<file path="src/rtl/writeback_arbiter_pkg.sv">
// Shared types and sizing helpers for the unit writeback arbiter.
package writeback_arbiter_pkg;

  // Default build parameters of the writeback path.
  localparam int unsigned DEF_NUM_UNITS = 4;
  localparam int unsigned DEF_XLEN      = 32;
  localparam int unsigned DEF_ID_WIDTH  = 3;

  // Index width for n sources; a single source still needs one bit.
  function automatic int unsigned unit_idx_w(input int unsigned n);
    return (n > 1) ? $clog2(n) : 1;
  endfunction

  localparam int unsigned WB_UNIT_W = unit_idx_w(DEF_NUM_UNITS);

  // Result packet handed to the register-file write port and retire logic.
  typedef struct packed {
    logic [DEF_XLEN-1:0]     data;
    logic [DEF_ID_WIDTH-1:0] id;
  } wb_packet_t;

endpackage

</file>
<file path="src/rtl/writeback_arbiter_rr.sv">
// Round-robin arbiter: grants the first request at or after the pointer,
// wrapping; the pointer moves past the winner only when told to advance.
module rr_arbiter #(
  parameter int unsigned N     = 4,
  parameter int unsigned IDX_W = 2
) (
  input  logic             clk,
  input  logic             rst,
  input  logic [N-1:0]     request,
  input  logic             advance,
  output logic [N-1:0]     grant_onehot,
  output logic [IDX_W-1:0] grant_idx
);

  logic [IDX_W-1:0] ptr_q;
  logic [IDX_W-1:0] ptr_d;
  logic             hi_found;
  logic             lo_found;
  logic [IDX_W-1:0] hi_idx;
  logic [IDX_W-1:0] lo_idx;

  // Winner is the lowest request at/above the pointer, else the lowest overall.
  always_comb begin
    hi_found     = 1'b0;
    lo_found     = 1'b0;
    hi_idx       = '0;
    lo_idx       = '0;
    grant_onehot = '0;
    for (int i = 0; i < int'(N); i++) begin
      if (request[i] && !lo_found) begin
        lo_found = 1'b1;
        lo_idx   = IDX_W'(i);
      end
      if (request[i] && !hi_found && (IDX_W'(i) >= ptr_q)) begin
        hi_found = 1'b1;
        hi_idx   = IDX_W'(i);
      end
    end
    grant_idx = hi_found ? hi_idx : lo_idx;
    for (int i = 0; i < int'(N); i++) begin
      grant_onehot[i] = lo_found && (grant_idx == IDX_W'(i));
    end
  end

  // Next pointer: one past the winner, wrapping to zero after the last unit.
  always_comb begin
    ptr_d = ptr_q;
    if (advance && lo_found) begin
      ptr_d = (grant_idx == IDX_W'(N - 1)) ? '0 : grant_idx + IDX_W'(1);
    end
  end

  // Pointer register.
  always_ff @(posedge clk) begin
    if (rst) begin
      ptr_q <= '0;
    end else begin
      ptr_q <= ptr_d;
    end
  end

endmodule

</file>
<file path="src/rtl/writeback_arbiter.sv">
// Writeback arbiter: picks one finished execution-unit result per cycle
// (round-robin), acknowledges it, and holds it in a valid/ready output stage.
// Optional macro WB_ARB_UNIT0_PRIORITY_EN: unit 0 wins whenever it requests,
// without moving the round-robin pointer; the others rotate among themselves.
module writeback_arbiter
  import writeback_arbiter_pkg::*;
#(
  parameter  int unsigned NUM_UNITS = DEF_NUM_UNITS,
  parameter  int unsigned XLEN      = DEF_XLEN,
  parameter  int unsigned ID_WIDTH  = DEF_ID_WIDTH,
  localparam int unsigned UNIT_W    = unit_idx_w(NUM_UNITS)
) (
  input  logic                               clk,
  input  logic                               rst,
  input  logic [NUM_UNITS-1:0]               unit_done,
  input  logic [NUM_UNITS-1:0][XLEN-1:0]     unit_rd,
  input  logic [NUM_UNITS-1:0][ID_WIDTH-1:0] unit_id,
  output logic [NUM_UNITS-1:0]               unit_ack,
  output logic                               wb_valid,
  input  logic                               wb_ready,
  output logic [XLEN-1:0]                    wb_data,
  output logic [ID_WIDTH-1:0]                wb_id,
  output logic [UNIT_W-1:0]                  wb_unit
);

  typedef struct packed {
    logic [XLEN-1:0]     data;
    logic [ID_WIDTH-1:0] id;
  } wb_pkt_t;

  localparam logic [0:0] ST_EMPTY = 1'b0;
  localparam logic [0:0] ST_FULL  = 1'b1;

  logic [0:0]           state_q;
  logic [0:0]           state_d;
  wb_pkt_t              pkt_q;
  wb_pkt_t              pkt_d;
  logic [UNIT_W-1:0]    unit_q;
  logic [UNIT_W-1:0]    unit_d;

  logic [NUM_UNITS-1:0] rr_req;
  logic [NUM_UNITS-1:0] rr_onehot;
  logic [UNIT_W-1:0]    rr_idx;
  logic                 rr_adv;
  logic [NUM_UNITS-1:0] gnt_onehot_c;
  logic [UNIT_W-1:0]    gnt_idx_c;
  logic                 unit0_win_c;
  logic                 load_c;
  wb_pkt_t              sel_pkt_c;

`ifdef WB_ARB_UNIT0_PRIORITY_EN
  assign rr_req = unit_done & ~NUM_UNITS'(1);
`else
  assign rr_req = unit_done;
`endif

  rr_arbiter #(
    .N     (NUM_UNITS),
    .IDX_W (UNIT_W)
  ) u_rr (
    .clk          (clk),
    .rst          (rst),
    .request      (rr_req),
    .advance      (rr_adv),
    .grant_onehot (rr_onehot),
    .grant_idx    (rr_idx)
  );

  // Final grant: round-robin winner, optionally overridden by unit 0.
  always_comb begin
    gnt_onehot_c = rr_onehot;
    gnt_idx_c    = rr_idx;
    unit0_win_c  = 1'b0;
`ifdef WB_ARB_UNIT0_PRIORITY_EN
    unit0_win_c = unit_done[0];
    if (unit0_win_c) begin
      gnt_onehot_c = NUM_UNITS'(1);
      gnt_idx_c    = '0;
    end
`endif
  end

  // Take a result when something is done and the output slot is free or draining.
  assign wb_valid = (state_q == ST_FULL);
  assign load_c   = (|unit_done) && (!wb_valid || wb_ready);
  assign unit_ack = (load_c && !rst) ? gnt_onehot_c : '0;
  assign rr_adv   = load_c && !rst && !unit0_win_c;

  // AND-OR mux of the granted unit's result.
  always_comb begin
    sel_pkt_c = '0;
    for (int i = 0; i < int'(NUM_UNITS); i++) begin
      if (gnt_onehot_c[i]) begin
        sel_pkt_c.data = sel_pkt_c.data | unit_rd[i];
        sel_pkt_c.id   = sel_pkt_c.id | unit_id[i];
      end
    end
  end

  // Output stage next state: fill on load, drain on ready, refill while draining.
  always_comb begin
    state_d = state_q;
    pkt_d   = pkt_q;
    unit_d  = unit_q;
    case (state_q)
      ST_EMPTY: begin
        if (load_c) begin
          state_d = ST_FULL;
          pkt_d   = sel_pkt_c;
          unit_d  = gnt_idx_c;
        end
      end
      ST_FULL: begin
        if (wb_ready) begin
          if (load_c) begin
            pkt_d  = sel_pkt_c;
            unit_d = gnt_idx_c;
          end else begin
            state_d = ST_EMPTY;
          end
        end
      end
      default: state_d = ST_EMPTY;
    endcase
  end

  // Output stage registers; reset discards any held packet.
  always_ff @(posedge clk) begin
    if (rst) begin
      state_q <= ST_EMPTY;
      pkt_q   <= '0;
      unit_q  <= '0;
    end else begin
      state_q <= state_d;
      pkt_q   <= pkt_d;
      unit_q  <= unit_d;
    end
  end

  assign wb_data = pkt_q.data;
  assign wb_id   = pkt_q.id;
  assign wb_unit = unit_q;

  // Interface invariants.
  a_ack_onehot : assert property (@(posedge clk) $onehot0(unit_ack));
  a_no_ack_rst : assert property (@(posedge clk) rst |-> (unit_ack == '0));
  a_hold_stable: assert property (@(posedge clk) disable iff (rst)
                   (wb_valid && !wb_ready) |=> ($stable(wb_data) && $stable(wb_id)));

endmodule

</file>
<file path="config.mk">
export PLATFORM = sky130hd
export DESIGN_NAME = writeback_arbiter
export DESIGN_NICKNAME = d
export VERILOG_FILES = /design/src/rtl/writeback_arbiter_pkg.sv /design/src/rtl/writeback_arbiter_rr.sv /design/src/rtl/writeback_arbiter.sv
export SDC_FILE = /design/constraint.sdc
export NUM_CORES = 1
export LEC_CHECK = 0
export ABC_AREA = 1
export BUFFER_PORTS_ARGS = -buffer_cell sky130_fd_sc_hd__buf_2
export CAP_MARGIN = 10
export CORE_AREA = 2 2 91 93
export DETAILED_ROUTE_END_ITERATION = 6
export DIE_AREA = 0 0 93 95
export PLACE_DENSITY_LB_ADDON = 0.12
export SETUP_SLACK_MARGIN = 0.15
export SLEW_MARGIN = 10
export SYNTH_ARGS = -nofsm -noshare
export SYNTH_HDL_FRONTEND = slang
export SYNTH_HIERARCHICAL = 1
export SYNTH_SLANG_ARGS = --single-unit
</file>
<file path="constraint.sdc">
create_clock -name clk -period 3.2 [get_ports clk]
set_clock_uncertainty 0.2 [all_clocks]
set_input_delay 0.48 -clock clk [delete_from_list [all_inputs] [get_ports clk]]
set_output_delay 0.48 -clock clk [all_outputs]
set_load 0.02 [all_outputs]
</file>
==> results of run 1 <==
[worst paths after layout]
check | start | end | slack [ns] | cells past startpoint
max | u_rr/ptr_q[0] | unit_ack[1] | 0.58 | 13
min reg2reg | wb_unit[1] | wb_unit[1] | 0.29 | 2
max reg2reg | u_rr/ptr_q[0] | wb_data[22] | 0.87 | 18
min | wb_unit[1] | wb_unit[1] | 0.29 | 2
[metal layers]
layer / up-vias / global-route usage, % / routed length, um
met5: - / 0 / 0
met3: 4 / 5.028 / 603
met4: 0 / 4.412 / 60
li1: 2095 / - / -
met2: 117 / 37.98 / 4170
met1: 1497 / 20.99 / 3667
[registers in the layout, indices dropped and copies added, names as in the netlist]
| name | count |
|---|---|
| u_rr/ptr_q | 2 |
| wb_data | 32 |
| wb_id | 3 |
| wb_unit | 2 |
| wb_valid | 1 |
[kinds of logic (layout without fill, tap and decap cells)]
group	count (synthesis)	after routing	share of synthesized area, %
flip-flops	40	40	25.02
AO/OA/AOI/OAI	5	5	1.251
buffers and inverters	148	322	19.62
AND/OR/NAND/NOR	429	429	52.54
adder cells (fa/ha/maj)	4	4	1.564
[synthesized netlist by cell type (all sizes together)]
master	count
nor3b	4
or2	1
nand3b	2
nand3	3
ha	4
o21ai	1
a21oi	4
dfxtp	40
nand2	336
nand4	1
buf	28
inv	120
nor2	82
[cell usage in the layout, fill, tap and decap left out]
| master | count |
|---|---|
| nand2_1 | 331 |
| buf_2 | 188 |
| inv_1 | 119 |
| nor2_1 | 75 |
| dfxtp_1 | 40 |
| nor2_2 | 7 |
| clkbuf_8 | 7 |
| buf_4 | 7 |
| nand2_2 | 5 |
| nor3b_2 | 4 |
| ha_1 | 4 |
| a21oi_1 | 3 |
| nand3_1 | 3 |
| nand3b_1 | 2 |
| or2_1 | 1 |
| nand4_1 | 1 |
| o21ai_4 | 1 |
| inv_2 | 1 |
| a21oi_2 | 1 |
[worst max-delay path, cell delays in order (launching register included)]
cell	delay, ns
dfxtp_1	0.33
inv_1	0.05
nand2_1	0.07
nand2_1	0.07
nand2_2	0.07
nand2_1	0.06
nand2_1	0.07
nand2_1	0.09
inv_1	0.11
ha_1	0.16
inv_1	0.05
nor2_2	0.10
nor3b_2	0.21
buf_2	0.20
[final cells by class]
type / count / share of cell area [%]
inverter: 120 / 10.59
timing repair buffer: 195 / 23.35
clock buffer: 7 / 2.265
sequential: 40 / 18.82
multi-input combinational: 438 / 41.88
tap: 105 / 3.088
[report_power, final]
group	total, mW	switching, mW	leakage [nW]	internal [mW]
logic	0.775	0.484	2.37	0.292
clock network	0.357	0.165	0.0503	0.192
registers	0.597	0.0311	0.332	0.566
==> impl_metrics.yaml, run 1 <==
status:
  status: "finished clean"
yosys:
  post-synth-top-area-fraction_pct: 38.82
  ys_seq_area_share_pct: 25.02
  yosys.area.top_type: "nand2_1"
  ys_types: 18
  ys_seq_elements: 40
  synthesis.nets: 777
  syn_inst: 626
  ys_warn_count: 6
  synth_area_um2: 3201
  avgSynthCellArea_um2: 5.113
  yosys-top-cells-area: "nand2_1, dfxtp_1, inv_1"
route:
  post-route-drc-count: 0
  drt-total-wl_um: 8501
  drt-wirelength-per-cell_um: 9.393
  initialDrtViolationCount: 53
  ant_nets: 0
  dr.pass1.iters: 6
  viasPerCell: 4.103
  via_count: 3713
placed_design:
  dp_cells: 898
  dp_hpwl_um: 6392
  port_buffers: 188
  placed_area_um2: 4158
  gp_congestion: 0.8805
  dp_slack_ns: 0.6117
sta:
  maxSlewHeadroom_pct: 55.67
  setup_violations: 0
  timing.fmax_ghz: 0.3820
  min_period_over_period_pct: 81.81
  setup_ws_ns: 0.5820
  hold_slack_ns: 0.2871
  period_needed_ns: 2.618
  maxSlewViolCount: 0
  tightest_slew_ns: 0.6650
  setup_tns_ns: 0
  finalHoldViolCount: 0
  grt_setup_unrepaired: "no"
clocking:
  clk_pin_slew_ns: 0.08
  cts-hold-fix-buffers: 0
  ctsResizeCount: 0
  clock_sinks: 40
  clockRootBuffer: "clkbuf_8"
  cts_htree_levels: 2
  cts_tree: "yes"
  insertion_delay_ns: 0.28
  cts_max_path_buffers: 2
  post-cts-setup-buffer-count: 0
  cts-buffers-inserted: 5
floorplanning:
  ioPinCount: 189
  rows: 33
  core-area_um2: 7928
  die_w_um: 93
  start_util_pct: 40.37
  die_y_um: 95
  die-area_um2: 8835
cells_and_area:
  stdcell_area_um2: 4254
  num-fill-cells: 877
  multi_input_area_um2: 1782
  areaGrowthSynthToFinish_pct: 32.92
  diodes: 0
  instances_no_fill: 905
  utilization_pct: 53.66
  seq_area_um2: 800.8
  layout.nets: 951
  drive_gt1_share_pct: 27.63
global_route:
  grt_pass1_wl_um: 14090
  grt_overflow: 0
  antenna_found_initial: 0
  grt_max_degree: 71
  grt_usage_pct: 19.49
  grt_pass1_vias: 3376
power:
  powerDensity_nw_per_um2: 406.5
  ir_drop_v: 0.0001762
  leakage_nw: 2.752
  p_total_mw: 1.729
critical_path:
  worstSetupStartpointType: "flip-flop"
  crit_type: "reg2out"
  endpoint_kind: "output pin"
  worstPathRequired_ns: 2.52
  critical_path_arrival_ns: 1.94
  crit_fanout: 3
job:
  maxCapViolCount: 0
hold_path:
  worstHoldPathType: "reg2reg"
Power figures use the tool's default switching activity.
==> run 2, diff against run 1 <==
--- a/config.mk
+++ b/config.mk
@@ -8,9 +8,9 @@
 export ABC_AREA = 1
 export BUFFER_PORTS_ARGS = -buffer_cell sky130_fd_sc_hd__buf_2
 export CAP_MARGIN = 10
-export CORE_AREA = 2 2 91 93
+export CORE_AREA = 2 2 93 95
 export DETAILED_ROUTE_END_ITERATION = 6
-export DIE_AREA = 0 0 93 95
+export DIE_AREA = 0 0 95 97
 export PLACE_DENSITY_LB_ADDON = 0.12
 export SETUP_SLACK_MARGIN = 0.15
 export SLEW_MARGIN = 10
==> constraint.sdc (replaced) <==
create_clock -name clk -period 2.3 [get_ports clk]
set_clock_uncertainty 0.2 [all_clocks]
set_input_delay 0.345 -clock clk [delete_from_list [all_inputs] [get_ports clk]]
set_output_delay 0.345 -clock clk [all_outputs]
set_load 0.02 [all_outputs]
==> run 2 against run 1 <==
  * The run now ends with setup timing left
  * Sequential share of layout area shrank 1.9 points
  * Global-route usage up 1.0 points
  * Non-clock buffer count grew 26
  * Register-to-register slack lost 0.87 ns
  * Combinational power grew 64%
  * Core utilization increased by 4.4 points
  * Total power is 59% higher
  * Worst setup slack worse by 0.72 ns
  * Cell area rose by 11%
  * First-iteration DRC count grew 77%
  * Sequential power up 40%
  * Critical path type unchanged
  * Largest cell class unchanged
  * Highest routed layer unchanged
==> impl_metrics.yaml, run 2 (same netlist as run 1, synthesis figures left out) <==
global_route:
  grt_max_degree: 41
  grt_pass1_vias: 3576
  antenna_found_initial: 0
  grt_pass1_wl_um: 15500
  grt_overflow: 0
  grt_usage_pct: 20.51
power:
  ir_drop_v: 0.0002406
  leakage_nw: 2.936
  powerDensity_nw_per_um2: 580.5
job:
  maxCapViolCount: 0
placed_design:
  port_buffers: 188
  gp_congestion: 0.8806
  placed_area_um2: 4238
  dp_hpwl_um: 7162
cells_and_area:
  seq_area_um2: 802.0
  num-fill-cells: 865
  largest_register_ff_count: 32
  multi_input_area_um2: 1917
  areaGrowthSynthToFinish_pct: 47.65
  drive_gt1_share_pct: 32.77
  diodes: 0
  layout.nets: 977
  final_common_cell: "nand2_1"
  stdcell_area_um2: 4726
  layout_common_cells: "nand2_1, buf_2, inv_1"
hold_path:
  whs_path_depth: 5
  hp-start: "unit_done[3]"
  min_to: "wb_valid"
  worstHoldPathType: "in2reg"
route:
  drt-total-wl_um: 9820
  drt-wirelength-per-cell_um: 10.54
  dr.pass1.iters: 4
  ant_nets: 0
  post-route-drc-count: 0
  via_count: 3900
  viasPerCell: 4.185
  initialDrtViolationCount: 94
status:
  status: "complete, but fails checks"
  violations: "setup timing"
sta:
  setup_tns_ns: -0.5125
  maxSlewHeadroom_pct: 48.57
  maxSlewViolCount: 0
  tightest_slew_ns: 0.7686
  grt_setup_unrepaired: "yes"
  period_needed_ns: 2.443
  hold_slack_ns: 0.2041
  setup_ws_ns: -0.1428
  timing.fmax_ghz: 0.4094
  min_period_over_period_pct: 106.2
  setup_violations: 5
  finalHoldViolCount: 0
critical_path:
  r2r_end: "u_rr/ptr_q[0]"
  crit_type: "reg2out"
  crit_fanout: 3
  reg2reg_depth: 18
  r2r_start: "u_rr/ptr_q[0]"
  critical_path_arrival_ns: 1.90
  worstSetupStartpointType: "flip-flop"
  endpoint_kind: "output pin"
  worstPathRequired_ns: 1.75
  r2r_setup_slack_ns: 0
clocking:
  cts-hold-fix-buffers: 0
  cts_tree: "yes"
  cts_max_path_buffers: 2
  clockRootBuffer: "clkbuf_8"
  cts-buffers-inserted: 5
  clk_pin_slew_ns: 0.09
  clock_sinks: 40
  insertion_delay_ns: 0.30
  cts_htree_levels: 2
floorplanning:
  die_y_um: 97
  die-area_um2: 9215
  die_w_um: 95
  rows: 33
  ioPinCount: 189
  start_util_pct: 39.35
  core-area_um2: 8134
-- run 2: cell count changes in the layout (fill, tap and decap cells not counted), moves of 5 or more --
cell / delta
buf_4: +8
buf_6: +20
inv_1: -7
inv_2: +5
nand2_1: -7
nand2_2: +5
-- run 2: routing by layer --
metal,wire (um),vias up,GRT usage [%]
li1,-,2151,-
met1,3914,1579,23.44
met2,4847,150,37.10
met3,823,20,4.517
met4,234,0,6.577
met5,0,-,0
-- run 2: repair_timing --
item | in CTS | in global routing
pin swaps | 9 | 9
setup endpoints to repair | 35 | 40
endpoints found under the hold margin | 0 | 0
resized for setup | 32 | 30
setup buffers | 17 | 2
-- run 2: how the worst max path moves through the flow --
stage / startpoint / end / slack, ns / cells past startpoint
after floorplan: u_rr/ptr_q[0] / unit_ack[3] / 0.15 / 15
after global placement: unit_done[1] / wb_data[15] / 0.04 / 16
after detailed placement: unit_done[0] / wb_id[0] / -0.03 / 18
after CTS: u_rr/ptr_q[0] / unit_ack[3] / -0.07 / 14
after global routing: u_rr/ptr_q[0] / unit_ack[2] / -0.27 / 14
final: u_rr/ptr_q[0] / unit_ack[3] / -0.14 / 12
-- run 2: final cells by class --
cell class / instances / share of cell area, %
Inverter: 120 / 9.637
Sequential cell: 40 / 16.97
Tap cell: 105 / 2.780
Multi-Input combinational cell: 438 / 40.56
Clock inverter: 1 / 0.6354
Clock buffer: 7 / 2.039
Timing Repair Buffer: 221 / 27.38
-- run 2: where the power goes --
group | internal (mW) | switching, mW
combinational | 0.520 | 0.753
sequential | 0.787 | 0.0463
clock | 0.383 | 0.254
-- run 2: worst max-delay path: stages (launching register included) --
cell and delay [ns]:
dfxtp_2 0.34, inv_2 0.04, nand2_2 0.06, buf_4 0.10, nand3_1 0.11, nand2_2 0.14, nand2_4 0.10, inv_4 0.10
ha_4 0.13, inv_2 0.04, nor2_4 0.10, nor3b_4 0.20, buf_6 0.14
-- run 2: per-stage QoR --
stage               power, mW  worst slack, ns  cells  utilization (%)
CTS                     2.707         -0.06699    930            56.45
global route            2.978          -0.2681    932            58.10
global placement        1.965          0.04453    905            52.10
floorplan               1.634           0.1498    626                -
finish                  2.743          -0.1428    932            58.10
detailed placement      1.984         -0.02842    905            52.10
==> run 3, diff against run 2 <==
--- a/config.mk
+++ b/config.mk
@@ -8,13 +8,12 @@
 export ABC_AREA = 1
 export BUFFER_PORTS_ARGS = -buffer_cell sky130_fd_sc_hd__buf_2
 export CAP_MARGIN = 10
-export CORE_AREA = 2 2 93 95
+export CORE_AREA = 2 2 88 90
 export DETAILED_ROUTE_END_ITERATION = 6
-export DIE_AREA = 0 0 95 97
+export DIE_AREA = 0 0 90 92
 export PLACE_DENSITY_LB_ADDON = 0.12
 export SETUP_SLACK_MARGIN = 0.15
 export SLEW_MARGIN = 10
 export SYNTH_ARGS = -nofsm -noshare
 export SYNTH_HDL_FRONTEND = slang
-export SYNTH_HIERARCHICAL = 1
 export SYNTH_SLANG_ARGS = --single-unit
==> run 3 against run 2 <==
  * The run ends with DRC left
  * Worst setup slack gained 0.26 ns
  * Cell area fell by 14%
  * Area after synthesis decreased by 14%
  * Clock power shrank 12%
  * Global-route usage rose by 1.4 points
  * Via count is 8.3% lower
  * Highest routed layer unchanged
==> impl_metrics.yaml, run 3 <==
route:
  ant_nets: 0
  drt-total-wl_um: 9583
  drt-wirelength-per-cell_um: 13.16
  dr.pass1.iters: 6
  via_count: 3578
  post-route-drc-count: 1
  viasPerCell: 4.915
  initialDrtViolationCount: 76
sta:
  timing.fmax_ghz: 0.4572
  min_period_over_period_pct: 95.09
  maxSlewHeadroom_pct: 29.63
  maxSlewViolCount: 0
  period_needed_ns: 2.187
  finalHoldViolCount: 0
  setup_violations: 0
  tightest_slew_ns: 1.052
  hold_slack_ns: 0.1776
  grt_setup_unrepaired: "yes"
  setup_ws_ns: 0.1129
status:
  violations: "DRC"
  status: "complete, but fails checks"
yosys:
  synthArstFlopShare_pct: 0
  synthesis.nets: 594
  ys_seq_elements: 40
  synth-main-ff-cell: "dfxtp_1"
  yosys-top-cells-count: "nor2_1, nand3_1, inv_1"
  synth_area_um2: 2744
  syn_inst: 443
  yosys-top-cells-area: "dfxtp_1, nand3_1, nor2_1"
  ys_types: 18
  post-synth-top-area-fraction_pct: 29.18
  ys_warn_count: 0
  synth_edf_count: 0
  ys_seq_area_share_pct: 29.18
  avgSynthCellArea_um2: 6.194
  yosysMostFrequentCell: "nor2_1"
  yosys.area.top_type: "dfxtp_1"
global_route:
  grt_pass1_vias: 3243
  grt_pass1_wl_um: 14830
  grt_usage_pct: 21.95
  antenna_found_initial: 0
  grt_max_degree: 40
  grt_overflow: 0
power:
  p_total_mw: 2.640
  powerDensity_nw_per_um2: 647.6
  leakage_nw: 2.320
  ir_drop_v: 0.0004365
critical_path:
  crit_fanout: 4
  worstPathRequired_ns: 1.75
  worstSetupStartpointType: "flip-flop"
  crit_type: "reg2out"
  endpoint_kind: "output pin"
  critical_path_arrival_ns: 1.64
  r2r_end: "wb_data[12]"
  r2r_setup_slack_ns: 0.16
  reg2reg_depth: 12
  r2r_start: "u_rr.ptr_q[1]"
job:
  maxCapViolCount: 0
cells_and_area:
  num-fill-cells: 761
  final_common_cell: "buf_2"
  utilization_pct: 54.74
  drive_gt1_share_pct: 39.46
  areaGrowthSynthToFinish_pct: 48.56
  largest_register_ff_count: 32
  diodes: 0
  layout.nets: 776
  layout_common_cells: "buf_2, nor2_1, nand3_1"
  stdcell_area_um2: 4076
hold_path:
  min_to: "wb_data[14]"
  hp-start: "unit_rd[78]"
  worstHoldPathType: "in2reg"
  whs_path_depth: 5
clocking:
  clock_sinks: 40
  cts-hold-fix-buffers: 0
  cts_tree: "yes"
  cts-buffers-inserted: 5
  cts_htree_levels: 2
  insertion_delay_ns: 0.28
  clk_pin_slew_ns: 0.08
  cts_max_path_buffers: 2
  clockRootBuffer: "clkbuf_8"
floorplanning:
  die_y_um: 92
  core-area_um2: 7447
  rows: 32
  die-area_um2: 8280
  ioPinCount: 189
  start_util_pct: 36.84
  die_w_um: 90
placed_design:
  dp_slack_ns: -0.001272
  dp_hpwl_um: 6912
  port_buffers: 188
  placed_area_um2: 3784
  gp_congestion: 0.8593
==> run 3: how the worst max path moves through the flow <==
stage / to / start / cells past startpoint / slack, ns
2_1_floorplan: unit_ack[1] / u_rr.ptr_q[1] / 9 / 0.17
3_3_place_gp: wb_data[26] / unit_done[1] / 14 / 0.05
3_5_place_dp: wb_data[26] / unit_done[1] / 14 / -0.001
4_1_cts: unit_ack[3] / u_rr.ptr_q[1] / 9 / 0.1
5_1_grt: unit_ack[3] / u_rr.ptr_q[1] / 9 / 0.04
6_report: unit_ack[3] / u_rr.ptr_q[1] / 9 / 0.11
==> run 3: timing repair <==
| item | CTS | global route |
|---|---|---|
| cloned | 0 | 0 |
| setup endpoints to repair | 39 | 39 |
| resized for setup | 29 | 13 |
| setup buffers | 5 | 2 |
| endpoints found under the hold margin | 0 | 0 |
| pin swaps | 12 | 7 |
==> run 3: stage by stage <==
step	TNS (ns)	std cells
global placement	0	713
detailed placement	-0.001272	713
global route	0	728
floorplan	0	443
finish	0	728
CTS	0	726
==> run 3: layout make-up <==
class                           count  area [um^2]  area share [%]
Tap cell                          102        127.6           3.131
Multi-Input combinational cell    319         1709           41.93
Clock buffer                        6        72.57           1.780
Timing Repair Buffer              209         1139           27.93
Inverter                           50        187.7           4.604
Sequential cell                    40        805.8           19.77
Clock inverter                      2        35.03          0.8594
==> run 3: routing by layer <==
metal / part of all wire, % / global-route usage (%) / up-vias
li1: - / - / 1807
met1: 41 / 25.60 / 1608
met2: 49 / 39.97 / 147
met3: 7.5 / 4.273 / 16
met4: 2.2 / 7.821 / 0
met5: 0 / 0 / -
==> run 3: power by group <==
group          internal (mW)  switching, mW
Sequential             0.798         0.0534
Clock                  0.322          0.240
Combinational          0.522          0.704
==> run 3: cell families after synthesis <==
group / Yosys count / synth area share [%]
AO/OA/AOI/OAI: 46 / 13.95
adder cells (fa/ha/maj): 4 / 1.824
buffers and inverters: 84 / 12.72
flip-flops: 40 / 29.18
AND/OR/NAND/NOR: 269 / 42.32
==> run 3: worst max-delay path: stages (launching register included) <==
cell     delay (ns)
dfxtp_4        0.38
nor2_2         0.05
a21oi_2        0.19
buf_4          0.16
o21ai_4        0.07
inv_2          0.11
ha_4           0.15
inv_2          0.05
nor2_4         0.08
buf_6          0.12
